**config.mk**
```make
export PLATFORM = sky130hd
export DESIGN_NAME = uart_rx_mmio
export DESIGN_NICKNAME = d
export VERILOG_FILES = /design/src/rtl/uart_rx_mmio_pkg.sv /design/src/rtl/uart_rx_mmio_fifo.sv /design/src/rtl/uart_rx_mmio.sv
export SDC_FILE = /design/constraint.sdc
export NUM_CORES = 1
export LEC_CHECK = 0
export CAP_MARGIN = 15
export CORE_UTILIZATION = 40
export DETAILED_ROUTE_END_ITERATION = 12
export GPL_TIMING_DRIVEN = 0
export SYNTH_ARGS = -nofsm -noshare
export SYNTH_HDL_FRONTEND = slang
export SYNTH_SLANG_ARGS = --single-unit
export TNS_END_PERCENT = 100
```
**constraint.sdc**
```tcl
create_clock -name sysclk -period 2.8 [get_ports sysclk]
set_clock_uncertainty 0.15 [all_clocks]
set_input_delay 0.56 -clock sysclk [delete_from_list [all_inputs] [get_ports sysclk]]
set_output_delay 0.56 -clock sysclk [all_outputs]
set_load 0.02 [all_outputs]
```
**src/rtl/uart_rx_mmio_pkg.sv**
```systemverilog
// Shared definitions for the memory-mapped UART receiver: load addresses,
// status bit positions and receive FSM state encodings.
package uart_rx_mmio_pkg;

    localparam logic [31:0] UART_RX_DATA_ADDR = 32'h0000_0FF0;
    localparam logic [31:0] UART_RX_STAT_ADDR = 32'h0000_0FF4;

    localparam int RXST_VALID = 0;
    localparam int RXST_FULL  = 1;
    localparam int RXST_OVR   = 2;
    localparam int RXST_FERR  = 3;

    typedef enum logic [2:0] {
        RX_IDLE      = 3'd0,
        RX_START     = 3'd1,
        RX_DATA      = 3'd2,
        RX_STOP      = 3'd3,
        RX_WAIT_IDLE = 3'd4
    } rx_state_e;

    function automatic logic [31:0] rx_status_word(input logic ferr, input logic ovr,
                                                   input logic full, input logic valid);
        logic [31:0] w;
        w             = '0;
        w[RXST_VALID] = valid;
        w[RXST_FULL]  = full;
        w[RXST_OVR]   = ovr;
        w[RXST_FERR]  = ferr;
        return w;
    endfunction

endpackage

```
**src/rtl/uart_rx_mmio_fifo.sv**
```systemverilog
// Synchronous byte FIFO for received UART data. A push into a full FIFO is
// still taken when a pop frees a slot in the same cycle; otherwise it is dropped.
module uart_rx_fifo #(
    parameter int DEPTH = 16,
    parameter int AW    = 4
) (
    input  logic       sysclk,
    input  logic       cpu_resetn,
    input  logic       push_i,
    input  logic       pop_i,
    input  logic [7:0] din_i,
    output logic [7:0] dout_o,
    output logic       empty_o,
    output logic       full_o,
    output logic       drop_o
);

    localparam logic [AW:0] CNT_FULL = (AW+1)'(DEPTH);

    logic [7:0]    mem_q [DEPTH];
    logic [AW-1:0] wr_ptr_q, wr_ptr_d;
    logic [AW-1:0] rd_ptr_q, rd_ptr_d;
    logic [AW:0]   count_q, count_d;
    logic          do_push, do_pop;

    assign empty_o = (count_q == '0);
    assign full_o  = (count_q == CNT_FULL);
    assign do_pop  = pop_i && !empty_o;
    assign do_push = push_i && (!full_o || do_pop);
    assign drop_o  = push_i && !do_push;
    assign dout_o  = mem_q[rd_ptr_q];

    always_comb begin
        wr_ptr_d = wr_ptr_q;
        rd_ptr_d = rd_ptr_q;
        count_d  = count_q;
        if (do_push) wr_ptr_d = wr_ptr_q + 1'b1;
        if (do_pop)  rd_ptr_d = rd_ptr_q + 1'b1;
        case ({do_push, do_pop})
            2'b10:   count_d = count_q + 1'b1;
            2'b01:   count_d = count_q - 1'b1;
            default: count_d = count_q;
        endcase
    end

    always_ff @(posedge sysclk or posedge cpu_resetn) begin
        if (cpu_resetn) begin
            wr_ptr_q <= '0;
            rd_ptr_q <= '0;
            count_q  <= '0;
        end else begin
            wr_ptr_q <= wr_ptr_d;
            rd_ptr_q <= rd_ptr_d;
            count_q  <= count_d;
        end
    end

    always_ff @(posedge sysclk) begin
        if (do_push) mem_q[wr_ptr_q] <= din_i;
    end

endmodule

```
**src/rtl/uart_rx_mmio.sv**
```systemverilog
// 8N1 UART receiver with a byte FIFO and CPU-visible data/status registers.
//   state      | meaning
//   RX_IDLE      | line idle, watching for a falling edge
//   RX_START     | timing to mid start bit, rejecting glitches
//   RX_DATA      | sampling 8 data bits LSB first at mid-bit
//   RX_STOP      | sampling stop bit; push byte or flag framing error
//   RX_WAIT_IDLE | after a framing error, waiting for the line to return high
module uart_rx_mmio import uart_rx_mmio_pkg::*; #(
    parameter int CLKS_PER_BIT = 868,
    parameter int FIFO_DEPTH   = 16,
    parameter int FIFO_AW      = 4
) (
    input  logic        sysclk,
    input  logic        cpu_resetn,
    input  logic        uart_rx,
    input  logic        rd_en,
    input  logic        sel_data,
    input  logic        sel_stat,
    output logic [31:0] rd_data,
    output logic        rx_irq
);

    localparam int          CW        = $clog2(CLKS_PER_BIT);
    localparam logic [CW-1:0] BIT_LAST  = CW'(CLKS_PER_BIT - 1);
    localparam logic [CW-1:0] HALF_LAST = CW'(CLKS_PER_BIT / 2 - 1);

    rx_state_e     state_q, state_d;
    logic [CW-1:0] cnt_q, cnt_d;
    logic [2:0]    bit_idx_q, bit_idx_d;
    logic [7:0]    shift_q, shift_d;
    logic          ferr_q, ferr_d;
    logic          ovr_q, ovr_d;
    logic          irq_q;
    logic          rx_meta_q, rx_sync_q, rx_prev_q;

    logic          push_byte, frame_err;
    logic          pop_req, stat_rd;
    logic [7:0]    fifo_dout;
    logic          fifo_empty, fifo_full, fifo_drop;

    // Two-flop synchroniser plus one more stage for falling-edge detection.
    always_ff @(posedge sysclk or posedge cpu_resetn) begin
        if (cpu_resetn) begin
            rx_meta_q <= 1'b1;
            rx_sync_q <= 1'b1;
            rx_prev_q <= 1'b1;
        end else begin
            rx_meta_q <= uart_rx;
            rx_sync_q <= rx_meta_q;
            rx_prev_q <= rx_sync_q;
        end
    end

    always_comb begin
        state_d   = state_q;
        cnt_d     = cnt_q + 1'b1;
        bit_idx_d = bit_idx_q;
        shift_d   = shift_q;
        push_byte = 1'b0;
        frame_err = 1'b0;
        case (state_q)
            RX_IDLE: begin
                cnt_d = '0;
                if (rx_prev_q && !rx_sync_q) state_d = RX_START;
            end
            RX_START: begin
                if (cnt_q == HALF_LAST) begin
                    cnt_d     = '0;
                    bit_idx_d = '0;
                    state_d   = rx_sync_q ? RX_IDLE : RX_DATA;
                end
            end
            RX_DATA: begin
                if (cnt_q == BIT_LAST) begin
                    cnt_d     = '0;
                    shift_d   = {rx_sync_q, shift_q[7:1]};
                    bit_idx_d = bit_idx_q + 3'd1;
                    if (bit_idx_q == 3'd7) state_d = RX_STOP;
                end
            end
            RX_STOP: begin
                if (cnt_q == BIT_LAST) begin
                    cnt_d = '0;
                    if (rx_sync_q) begin
                        push_byte = 1'b1;
                        state_d   = RX_IDLE;
                    end else begin
                        frame_err = 1'b1;
                        state_d   = RX_WAIT_IDLE;
                    end
                end
            end
            RX_WAIT_IDLE: begin
                cnt_d = '0;
                if (rx_sync_q) state_d = RX_IDLE;
            end
            default: begin
                cnt_d   = '0;
                state_d = RX_IDLE;
            end
        endcase
    end

    // A simultaneous data+status select is treated as a data access only.
    assign pop_req = rd_en && sel_data;
    assign stat_rd = rd_en && sel_stat && !sel_data;

    always_comb begin
        ferr_d = ferr_q;
        ovr_d  = ovr_q;
        if (stat_rd) begin
            ferr_d = 1'b0;
            ovr_d  = 1'b0;
        end
        if (frame_err) ferr_d = 1'b1;
        if (fifo_drop) ovr_d  = 1'b1;
    end

    always_ff @(posedge sysclk or posedge cpu_resetn) begin
        if (cpu_resetn) begin
            state_q   <= RX_IDLE;
            cnt_q     <= '0;
            bit_idx_q <= '0;
            shift_q   <= '0;
            ferr_q    <= 1'b0;
            ovr_q     <= 1'b0;
            irq_q     <= 1'b0;
        end else begin
            state_q   <= state_d;
            cnt_q     <= cnt_d;
            bit_idx_q <= bit_idx_d;
            shift_q   <= shift_d;
            ferr_q    <= ferr_d;
            ovr_q     <= ovr_d;
            irq_q     <= !fifo_empty;
        end
    end

    uart_rx_fifo #(
        .DEPTH (FIFO_DEPTH),
        .AW    (FIFO_AW)
    ) u_fifo (
        .sysclk     (sysclk),
        .cpu_resetn (cpu_resetn),
        .push_i     (push_byte),
        .pop_i      (pop_req),
        .din_i      (shift_q),
        .dout_o     (fifo_dout),
        .empty_o    (fifo_empty),
        .full_o     (fifo_full),
        .drop_o     (fifo_drop)
    );

    always_comb begin
        rd_data = '0;
        if (sel_data) begin
            if (!fifo_empty) rd_data = {24'b0, fifo_dout};
        end else if (sel_stat) begin
            rd_data = rx_status_word(ferr_q, ovr_q, fifo_full, !fifo_empty);
        end
    end

    assign rx_irq = irq_q;

endmodule

```
==> impl_summary.md <==
Worst setup path
The path type of the worst setup path is reg2out. The slack of the worst reg-to-reg path is -220 ps. The worst stage delay on the critical path is between 500 and 600 ps. The critical-path cell with the highest stage delay is mux4_2. The combined buffer and inverter count along the critical path is 3.

Among cell families on the critical path, the largest total delay comes from multiplexers. The startpoint identified for the worst register-to-register timing path is u_fifo.count_q[1]. Walking the worst path, the cells encountered are buf_12 -> buf_12 -> mux4_2 -> mux4_2 -> a22o_1 -> buf_6. The worst reg-to-reg path cell count is 13. STA puts the critical path data required time at ~2100 ps.

The endpoint type of the worst setup path is a primary output. The capture instance of the worst register-to-register path is u_fifo.count_q[4]. The maximum net fanout on the critical path is 8. The arrival time reported for the critical path endpoint is roughly 2500 ps.

The category of the worst setup path launch point is a flop.

Cells and area
The share of layout cells above drive strength 1 is 0.350. The area growth from synthesis to layout is 23.2%. The number of antenna diodes in the final layout is 0. For this run, the post-layout net count is between 500 and 600. The library cell used most frequently in the layout, excluding fill and tap cells, is edfxtp_1. The count of filler cells inserted in the layout is about 1500. The top cell types in the final layout, fill and taps aside, are edfxtp_1 (128), buf_4 (58), dfrtp_1 (38).

Synthesis
The Yosys step of the flow raised 0 warnings. The sequential area share after synthesis is 0.655. Of the post-synthesis cell area, the dominant cell type holds 0.511. After synthesis, the share of flip-flops with an asynchronous set or reset is 0.251.

The synthesized netlist contains 54 unique library cells. Among all flip-flop cells after synthesis, the most frequent one is edfxtp_1. Summing every instance area after synthesis gives about 0.0075 mm². Synthesis produced approximately 460 cells. The average size of a mapped cell is 16.3 µm². By area the synthesized netlist is led by edfxtp_1 (51%), dfrtp_1 (13%), mux4_2 (6.6%). Yosys mapped a number of flops with a built-in enable equal to around 130. After synthesis the netlist holds a flip-flop and latch count of between 150 and 200. The synthesized design spends more area on one cell type than any other, namely edfxtp_1.

Die
The floorplan die height is between 100 and 150 µm. The I/O pin total is 39. The die covers just under 0.02 mm². The site row count is roughly 50. The core area is 0.0182 mm². The die outline width is between 100 and 150 µm.

For this configuration, the core starts out at a cell density of 0.413.

CTS
The total CTS buffers is 17. The cell at the root of the clock tree is clkbuf_16. The longest clock path from root to sink contains 2 buffers. After clock tree synthesis, the clock-pin slew on the worst setup and hold paths is about 70 ps. The number of clock sinks is around 170. In this run the number of H-tree levels came out at 4. After clock tree synthesis, the flow added hold-fix buffers numbering 0. The insertion delay to the later sink of the worst-skew pair is 420 ps.

TritonCTS built the clock tree.

Global routing
Entering global routing, the biggest net connects 37 pins. The number of global-route vias before repair was 4235. The overall overflow remaining after global route is 0. The global-route wire length before repair is roughly 24 mm.

Across every metal layer, demand over resource in global routing totals 0.169. The initial antenna violation count is 0.

Timing
The transition at the pin with the smallest max-transition slack is between 600 and 700 ps. The number of pins exceeding their max-slew limit in the final report is 0. Across all setup checks in the final design, the least slack found is -375 ps. Setup violations remaining at the end of the flow were counted as 11. For this run, the top clock speed supported by timing is ~310 MHz.

Measured against its own limit, the worst slew margin works out to 0.577. The smallest clock period supported by the final layout is computed as approximately 3200 ps. Adding up every negative setup slack in the final design gives -2820 ps. Dividing the final minimum period by the clock period gives 1.13.

Setup repair after global routing could not meet its margin everywhere. The hold violation total from the final report is 0. Across all hold checks on the routed design, the worst slack comes to 209 ps.

Place
During placement, the flow inserted port buffers numbering 14. The weighted congestion at the end of routability-driven global placement is approximately 0.81. The placed wire-length estimate after detailed placement is around 10 mm.

Pwr
After layout, the design draws a total of 7.48 mW. The static power due to leakage is 3.82 nW. Across the VDD grid, the largest voltage drop is 0.497 mV. The power density relative to cell area is ~810 mW/mm².

Routing
After detailed routing, the number of remaining DRC violations is 8. The final antenna-violating net count is 0. The post-detailed-route wirelength per cell is between 15 and 20 µm. Summing over every cut layer, the via total after detailed routing is 4212.

The first TritonRoute pass finished after 8 iterations. The routed via count divided by cell count is 5.30. The wire length on met2 is 7.70 mm. The highest routing layer actually used is met4.

The final layout contains routed wiring with a total length of 15.4 mm. The wire length on met3 is ~700 µm. The routed metal-1 wirelength is 6.87 mm. After the first detailed-routing iteration, the DRC count stood at 391.

Status
The checks that failed: design-rule violations, negative setup slack. The run finished, with violations left.

Run
The count of max-cap constraint violations is 0.

Hold path
The worst min-delay path class is in2async.
## flip-flops by register name, indices dropped and copies added (netlist names), 3 cells and up
| name | flops |
|---|---|
| u_fifo.mem_q | 128 |
| u_fifo.rd_ptr_q | 4 |
| cnt_q | 10 |
| state_q | 3 |
| shift_q | 8 |
| u_fifo.wr_ptr_q | 4 |
| bit_idx_q | 3 |
| u_fifo.count_q | 5 |
## metal layers
metal / vias up / GRT usage
li1: 1930 / -
met1: 2154 / 0.225
met2: 117 / 0.275
met3: 11 / 0.0307
met4: 0 / 0.0708
met5: - / 0
## power by group
part           internal (mW)  leakage [nW]  total (mW)  switching [mW]
sequential              2.82          2.03        2.99           0.173
combinational          0.980          1.47        1.84           0.861
clock                   1.67         0.321        2.65           0.973
## final cells by class
| cell class | count | area (µm²) | share of cell area |
|---|---|---|---|
| Buffer | 42 | 334 | 0.0361 |
| Clock buffer | 17 | 425 | 0.0459 |
| Clock inverter | 15 | 244 | 0.0263 |
| Tap cell | 229 | 287 | 0.0309 |
| Inverter | 11 | 43.8 | 0.00473 |
| Timing Repair Buffer | 52 | 493 | 0.0532 |
| Multi-Input combinational cell | 257 | 2510 | 0.271 |
| Sequential cell | 171 | 4930 | 0.532 |
## logic make-up (layout without fill, tap and decap cells)
logic type / after synthesis / in the layout / share of synthesized area
adders and majority gates: 13 / 13 / 0.0216
buffers and inverters: 56 / 137 / 0.0444
DFF: 171 / 171 / 0.655
other: 1 / 24 / 0.000499
xor gates and xnor gates: 19 / 19 / 0.0221
AOI/OAI and AO/OA: 41 / 41 / 0.0394
muxes: 52 / 52 / 0.129
and+or+nand+nor: 108 / 108 / 0.0875
## how the worst max path moves through the flow
stage                                    end               start  slack [ps]  depth (start not counted)
after global placement    u_fifo.mem_q[2][7]            sel_data       -1410                          6
after detailed placement   u_fifo.count_q[4]               rd_en        -680                         13
final                             rd_data[3]  u_fifo.rd_ptr_q[0]        -380                          6
after CTS                         rd_data[3]  u_fifo.rd_ptr_q[0]        -390                          6
after global routing              rd_data[3]  u_fifo.rd_ptr_q[0]        -450                          6
after floorplan            u_fifo.count_q[4]   u_fifo.count_q[1]         0.9                         13
## worst register-to-register path: stages, from the launching register on
cell	delay, ps
dfrtp_1	380
buf_6	130
or4_4	570
o21a_4	260
nand2_4	100
inv_4	50
ha_4	160
buf_8	120
xor2_2	150
ha_2	220
nor2_2	50
o41ai_2	340
a21oi_1	100
xnor2_1	130
## through the flow
stage               instances  setup WS [ps]  instance area, µm²  utilization
floorplan                 484          0.879                7630            -
global placement          727          -1410                8060        0.443
detailed placement        732           -677                8140        0.447
CTS                       778           -394                9080        0.499
global route              794           -454                9270        0.509
finish                    794           -375                9270        0.509
## Yosys cell counts, drive strengths merged (3+ instances only)
cell    instances
nor4b           5
nor3b           5
nand2b          3
mux2           12
nor2           21
ha             13
mux4           32
clkbuf         11
and4            4
and3            3
mux2i           8
dfrtp          40
inv            11
nand3          13
nor4            3
xnor2          12
buf            34
a21oi           6
dfstp           3
o21ai           6
nand2          10
xor2            7
nor2b           9
nand4           7
and2            5
edfxtp        128
a21o            4
a211oi          8
nor3            4
and4b           6
## what timing repair did
item                                    in CTS  in global routing
resized for setup                           93                 26
endpoints found under the hold margin        0                  0
gates cloned                                 1                  0
endpoints found under the setup margin      90                 71
pin swaps                                   12                 18
setup buffers                               13                 19
No activity file was read; power rests on OpenSTA's default activity.
